## config.mk

```make
export PLATFORM = sky130hd
export DESIGN_NAME = uart_rx_core
export DESIGN_NICKNAME = d
export VERILOG_FILES = /design/src/rtl/uart_rx_core.sv
export SDC_FILE = /design/constraint.sdc
export NUM_CORES = 1
export LEC_CHECK = 0
export CAP_MARGIN = 20
export CORE_MARGIN = 1.5
export CORE_UTILIZATION = 55
export DETAILED_ROUTE_END_ITERATION = 12
export HOLD_SLACK_MARGIN = 0.03
export PLACE_DENSITY = 0.79
export REMOVE_ABC_BUFFERS = 1
export SYNTH_ARGS = -nofsm -noshare
export SYNTH_HDL_FRONTEND = slang
export SYNTH_SLANG_ARGS = --single-unit
```

## constraint.sdc

```tcl
create_clock -name clk -period 2.3 [get_ports clk]
set_input_delay 0.69 -clock clk [delete_from_list [all_inputs] [get_ports clk]]
set_output_delay 0.69 -clock clk [all_outputs]
set_load 0.02 [all_outputs]
```

## src/rtl/uart_rx_core.sv

```systemverilog
// 8N1 UART receiver with its own 16x-oversampling tick generator.
// Start bits are confirmed at mid-bit; data and stop are sampled one bit period apart.
`timescale 1ns/1ps
module uart_rx_core #(
  parameter int CLK_FREQ   = 50_000_000,
  parameter int BAUD_RATE  = 19200,
  parameter int DATA_WIDTH = 8,
  parameter int OVERSAMPLE = 16
) (
  input  logic                  clk,
  input  logic                  rstN,
  input  logic                  rx,
  output logic                  baudTick,
  output logic [DATA_WIDTH-1:0] dataOut,
  output logic                  rx_ready,
  output logic                  new_byte_start,
  output logic                  new_byte_received
);

  localparam int TICK_RATE = BAUD_RATE * OVERSAMPLE;
  localparam int DIV       = (CLK_FREQ + TICK_RATE / 2) / TICK_RATE;
  localparam int CNT_W     = (DIV > 1) ? $clog2(DIV) : 1;
  localparam int TCNT_W    = (OVERSAMPLE > 1) ? $clog2(OVERSAMPLE) : 1;
  localparam int BIDX_W    = (DATA_WIDTH > 1) ? $clog2(DATA_WIDTH) : 1;

  localparam logic [CNT_W-1:0]  DIV_LAST  = CNT_W'(DIV - 1);
  localparam logic [TCNT_W-1:0] TICK_MID  = TCNT_W'(OVERSAMPLE / 2 - 1);
  localparam logic [TCNT_W-1:0] TICK_LAST = TCNT_W'(OVERSAMPLE - 1);
  localparam logic [BIDX_W-1:0] BIDX_LAST = BIDX_W'(DATA_WIDTH - 1);

  typedef enum logic [2:0] {IDLE, START, DATA, STOP, WAIT_IDLE} state_t;

  state_t                state;
  logic [CNT_W-1:0]      div_cnt;
  logic [TCNT_W-1:0]     tcnt;
  logic [BIDX_W-1:0]     bidx;
  logic                  rx_meta;
  logic                  rx_s;
  logic [DATA_WIDTH-1:0] shreg;

  // Baud tick: registered pulse on the cycle after the divider reaches DIV-1
  always_ff @(posedge clk) begin
    if (rstN) begin
      div_cnt  <= '0;
      baudTick <= 1'b0;
    end else if (div_cnt == DIV_LAST) begin
      div_cnt  <= '0;
      baudTick <= 1'b1;
    end else begin
      div_cnt  <= div_cnt + 1'b1;
      baudTick <= 1'b0;
    end
  end

  // Two-flop synchronizer, idles high so reset never looks like a start bit
  always_ff @(posedge clk) begin
    if (rstN) begin
      rx_meta <= 1'b1;
      rx_s    <= 1'b1;
    end else begin
      rx_meta <= rx;
      rx_s    <= rx_meta;
    end
  end

  // Data shift register, LSB first; contents are only meaningful once framed
  always_ff @(posedge clk) begin
    if (state == DATA && baudTick && tcnt == TICK_LAST)
      shreg <= {rx_s, shreg[DATA_WIDTH-1:1]};
  end

  always_ff @(posedge clk) begin
    if (rstN) begin
      state             <= IDLE;
      tcnt              <= '0;
      bidx              <= '0;
      dataOut           <= '0;
      rx_ready          <= 1'b1;
      new_byte_start    <= 1'b0;
      new_byte_received <= 1'b0;
    end else begin
      new_byte_start    <= 1'b0;
      new_byte_received <= 1'b0;
      case (state)
        IDLE: begin
          if (!rx_s) begin
            tcnt     <= '0;
            rx_ready <= 1'b0;
            state    <= START;
          end
        end
        START: begin
          if (baudTick) begin
            if (tcnt == TICK_MID) begin
              tcnt <= '0;
              if (!rx_s) begin
                new_byte_start <= 1'b1;
                bidx           <= '0;
                state          <= DATA;
              end else begin
                rx_ready <= 1'b1;
                state    <= IDLE;
              end
            end else begin
              tcnt <= tcnt + 1'b1;
            end
          end
        end
        DATA: begin
          if (baudTick) begin
            if (tcnt == TICK_LAST) begin
              tcnt <= '0;
              bidx <= bidx + 1'b1;
              if (bidx == BIDX_LAST)
                state <= STOP;
            end else begin
              tcnt <= tcnt + 1'b1;
            end
          end
        end
        STOP: begin
          if (baudTick) begin
            if (tcnt == TICK_LAST) begin
              tcnt <= '0;
              if (rx_s) begin
                dataOut           <= shreg;
                new_byte_received <= 1'b1;
                rx_ready          <= 1'b1;
                state             <= IDLE;
              end else begin
                state <= WAIT_IDLE;
              end
            end else begin
              tcnt <= tcnt + 1'b1;
            end
          end
        end
        WAIT_IDLE: begin
          // A held-low line (break) must return high before a new frame is armed
          if (rx_s) begin
            rx_ready <= 1'b1;
            state    <= IDLE;
          end
        end
        default: begin
          rx_ready <= 1'b1;
          state    <= IDLE;
        end
      endcase
    end
  end

endmodule

```

After elaboration in Yosys (flattened, before gate mapping)
Index checks and enable logic that the tools add are counted. Widths: inputs -> output; s select.

Register bits: 40. Input port bits: 3. Output and inout port bits: 12.

Add/subtract/negate cells: 3. Equal/unequal tests: 19. Muxes and demuxes: 34. Bitwise gates (word level): 6. Reductions and logical operators: 14.

Operators with widths (number): $mux 3 (15); $mux 4 (5); $ne 2x2->1 const B (8); $pmux 3 s5 (1); $pmux 4 s3 (1); $reduce_and 6->1 (2); $mux 1 (9); $reduce_and 9->1 (1); $add 8x1->8 const B (1); $eq 8x8->1 const B (1); $reduce_and 4->1 (2); $reduce_or 4->1 (2); $eq 3x2->1 const B (2); $eq 3x3->1 const B (2); $ne 2x1->1 const B (3); $not 1->1 (6); $pmux 3 s2 (1); $pmux 1 s5 (1); $add 4x1->4 const B (1); $eq 4x3->1 const B (1); $eq 4x4->1 const B (1); $reduce_or 2->1 (2); $add 3x1->3 const B (1); $eq 3x1->1 const B (1); other kinds (5) (6).

Longest topological paths before layout
Depth after elaboration: 5. Gate-level depth with buffers: 6. Depth with buffers taken out: 6.

Worst setup path before layout
Ideal clock, no wire load.

Kind: register to register. Start: reg tcnt[0]. End: reg shreg[0] (enable). Library setup time: 0.390 ns. Arrival time: 1.472 ns. Slack: 0.437 ns. Cell stages (with the launch flop): 4. Path buffers: 0. Period minus slack after synthesis: 1.863 ns. Cells stage by stage: dfxtp_1 -> ha_1 -> nand3_1 -> nor3_1.

Word-level cells in the longest chain between the ends: 2.

Ends and longest elaborated chain: from (decl) (line 35) `logic [TCNT_W-1:0] tcnt;`; from (signal assigned) (line 105) `tcnt <= tcnt + 1'b1;`; from (signal assigned) (line 117) `tcnt <= tcnt + 1'b1;`; from (signal assigned) (line 134) `tcnt <= tcnt + 1'b1;`; $eq 4x4->1 (line 68) `if (state == DATA && baudTick && tcnt == TICK_LAST)`; $logic_and 1x1->1 (line 68); to (signal assigned) (line 69) `shreg <= {rx_s, shreg[DATA_WIDTH-1:1]};`; to (decl) (line 39) `logic [DATA_WIDTH-1:0] shreg;`.

No other way between the ends. A chain may end at the register's enable or synchronous reset.

Worst setup path in the final report
Start: reg baudTick. End: out baudTick.

RTL lines: from (decl) (line 13) `output logic baudTick,`; from (signal assigned) (line 45) `baudTick <= 1'b0;`; from (signal assigned) (line 48) `baudTick <= 1'b1;`; from (signal assigned) (line 51) `baudTick <= 1'b0;`.

No word-level cell between the ends.

==> results.yml <==
outcome:
  status: "finished clean"
cells_and_area:
  num_antenna_cells: 0
  drive_above_1_share: 0.0988
  area_growth_pct: 16.2
  instances_no_fill: 203
  num-nets-final: 179
  fin_area_um2: 1870
global_route:
  grt_max_degree: 17
  antenna_found_initial: 0
  grt_pass1_vias: 1080
  grt_usage: 0.184
  overflow: 0
  grt_pass1_wl_um: 4640
detailed_routing:
  finalWirelength_um: 2720
  topRoutingLayerUsed: "met4"
  antenna_left: 0
  wl_met2_um: 1310
  met3WireLength_um: 119
  via_per_inst: 5.60
  drt_iter0_drc: 31
  drt-met1-wl_um: 1260
  route.detailed.drc: 0
  vias: 1137
  drtPass1Iterations: 4
  routedWlPerCell_um: 13.4
floorplanning:
  die_w_um: 57.0
  start_util: 0.583
  core_area_um2: 2760
  die-area_um2: 3250
  fp-row-count: 19
  pin_count: 15
  die_h_um: 57.0
sta:
  rsz0062_at_grt: "no"
  maxSlewViolCount: 0
  tightest_slew_ps: 498
  post-route-min-period_ps: 2170
  hold_viol_final: 0
  maxSlewHeadroom: 0.667
  fin_crit_sh: 0.943
  setup_viol: 0
  hold_ws_ps: 431
  max_freq_ghz: 0.461
  fin_worst_skew_ps: 14.6
  tns_ps: 0
synth:
  avgSynthCellArea_um2: 10.5
  syn_inst: 153
  seq_area_frac_synth: 0.548
  yosys.area.top_type: "dfxtp_1"
  synth_area_leaders: "dfxtp_1, edfxtp_1, mux2i_1"
  yosysUniqueCellTypes: 37
  async_flop_share: 0
  synth_ff_type: "dfxtp_1"
  synth_top_area_frac: 0.399
  synth_edf_count: 8
  ys_ff_latch: 40
  ys_warn_count: 0
  netlist_area_um2: 1610
clocking:
  cts_buffer_depth: 2
  root_buffer: "clkbuf_4"
  clk_latency_ps: 350
  cts.sinks: 40
  cts_hold_buffers: 0
  clkTransAtPathRegs_ps: 110
  htree_levels: 2
  cts_resized: 0
  cts_tree: "built"
  cts_setup_buffers: 0
  cts_buffers: 5
min_path:
  min_path_type: "reg -> reg"
critical_path:
  rr_startpoint: "tcnt[3]$_SDFFE_PP0P_"
  slowest_delay_ps: 660
  cp.arrival_ps: 1480
  crit_path_end_kind: "output pin"
  crit_end: "baudTick"
  reg2reg_slack_ps: 680
  crit_fanout: 7
  cp.required_ps: 1610
  path_class: "reg -> out"
  path_cells: "clkdlybuf4s50_1"
  reg2reg_depth: 4
  path_depth: 1
  critPathBufInv: 1
  r2r-end: "bidx[2]$_SDFFE_PP0P_"
  critical-path-top-delay-family: "buffers and inverters"
  setup.worst_path.start: "baudTick$_SDFF_PP0_"
  cp-start-kind: "register"
  slowest_stage: "clkdlybuf4s50_1"
place:
  gp_congestion: 0.838
  dpl.cell_count: 195
  dp_hpwl_um: 1900
  place.port_buffers: 14
  post_dp_cell_area_um2: 1780
power:
  leakage_nw: 0.695
  vdd_drop_max_uv: 726
  powerDensity_nw_per_um2: 663
run:
  maxCapViolCount: 0
==> cells by family (layout without fill, tap and decap cells) <==
kind of cell,Yosys count,after routing,share of synthesized area
flops,40,40,0.548
xor+xnor,7,7,0.0382
mux,10,10,0.0623
buf+inv,10,29,0.0249
compound gates,13,13,0.0553
fa+ha+maj,6,6,0.0452
simple gates,67,67,0.226
==> layout make-up <==
type	count	area [um2]
fill	218	891
sequential	40	881
multi-input combinational	103	686
timing repair buffer	17	163
clock inverter	3	46.3
tap	31	38.8
clock buffer	5	37.5
inverter	4	15.0
==> per-stage QoR <==
stage,worst slack (ps),total power [W],utilization
after global placement,485,0.000781,0.647
after detailed placement,449,0.000782,0.647
after floorplan,437,0.000764,-
final,131,0.00124,0.677
after global routing,43.0,0.00128,0.677
after CTS,117,0.00125,0.677
==> placed cells by master, fill, tap and decap left out, types with 2 or more instances in the layout <==
| cell | Yosys | final |
|---|---|---|
| dfxtp_1 | 32 | 32 |
| inv_1 | 4 | 4 |
| nor2_1 | 25 | 25 |
| edfxtp_1 | 8 | 8 |
| nand3b_1 | 2 | 2 |
| xnor2_1 | 3 | 3 |
| nand3_1 | 6 | 6 |
| nor3_1 | 6 | 6 |
| nand2b_1 | 2 | 2 |
| nor4_1 | 2 | 2 |
| and3_1 | 2 | 2 |
| clkbuf_4 | 0 | 5 |
| clkdlybuf4s50_1 | 0 | 14 |
| nor2b_1 | 2 | 2 |
| mux2i_1 | 10 | 10 |
| a22oi_1 | 2 | 2 |
| ha_1 | 5 | 5 |
| or2_2 | 3 | 3 |
| buf_4 | 0 | 3 |
| nand2_1 | 8 | 8 |
| xor2_1 | 4 | 4 |
| a31oi_1 | 2 | 2 |
| a21oi_1 | 4 | 4 |
==> power by group <==
| group | internal, W | leakage (nW) | total, W | switching [W] |
|---|---|---|---|---|
| Clock | 0.000232 | 0.0418 | 0.000472 | 0.000240 |
| Sequential | 0.000720 | 0.331 | 0.000729 | 0.00000881 |
| Combinational | 0.0000171 | 0.322 | 0.0000368 | 0.0000198 |
| Total | 0.000969 | 0.695 | 0.00124 | 0.000269 |
==> flip-flops by register name, indices dropped and copies added, names as in the netlist <==
register / count
new_byte_received: 1
rx_s: 1
dataOut: 8
baudTick: 1
tcnt: 4
new_byte_start: 1
bidx: 3
rx_meta: 1
state: 3
div_cnt: 8
rx_ready: 1
shreg: 8
==> layer usage <==
metal  vias to the layer above  global-route usage
met5                         -                   0
met3                         6              0.0771
met4                         0              0.0498
li1                        573                   -
met2                        18               0.299
met1                       540               0.226
==> worst register-to-register path, cell delays in order, from the launching register on <==
cell	delay (ps)
dfxtp_1	430
or4b_1	560
a211o_1	340
a22oi_1	150
nor2_1	50
==> cell usage after synthesis, drive strengths merged, types with 3 or more instances <==
cell type,number
a21oi,4
clkbuf,4
dfxtp,32
edfxtp,8
ha,5
inv,4
mux2i,10
nand2,9
nand3,6
nor2,25
nor3,6
nor4,3
or2,3
xnor2,3
xor2,4
==> worst min path at each step <==
| stage | from | cells past startpoint | slack [ps] | to |
|---|---|---|---|---|
| after floorplan | rx_meta$_SDFF_PP1_ | 1 | 390 | rx_s$_SDFF_PP1_ |
| after global placement | rx_meta$_SDFF_PP1_ | 1 | 400 | rx_s$_SDFF_PP1_ |
| after detailed placement | rx_meta$_SDFF_PP1_ | 1 | 400 | rx_s$_SDFF_PP1_ |
| after CTS | rx_meta$_SDFF_PP1_ | 1 | 430 | rx_s$_SDFF_PP1_ |
| after global routing | rx_meta$_SDFF_PP1_ | 1 | 470 | rx_s$_SDFF_PP1_ |
| final | rx_meta$_SDFF_PP1_ | 1 | 430 | rx_s$_SDFF_PP1_ |
Power figures use the tool's default switching activity.
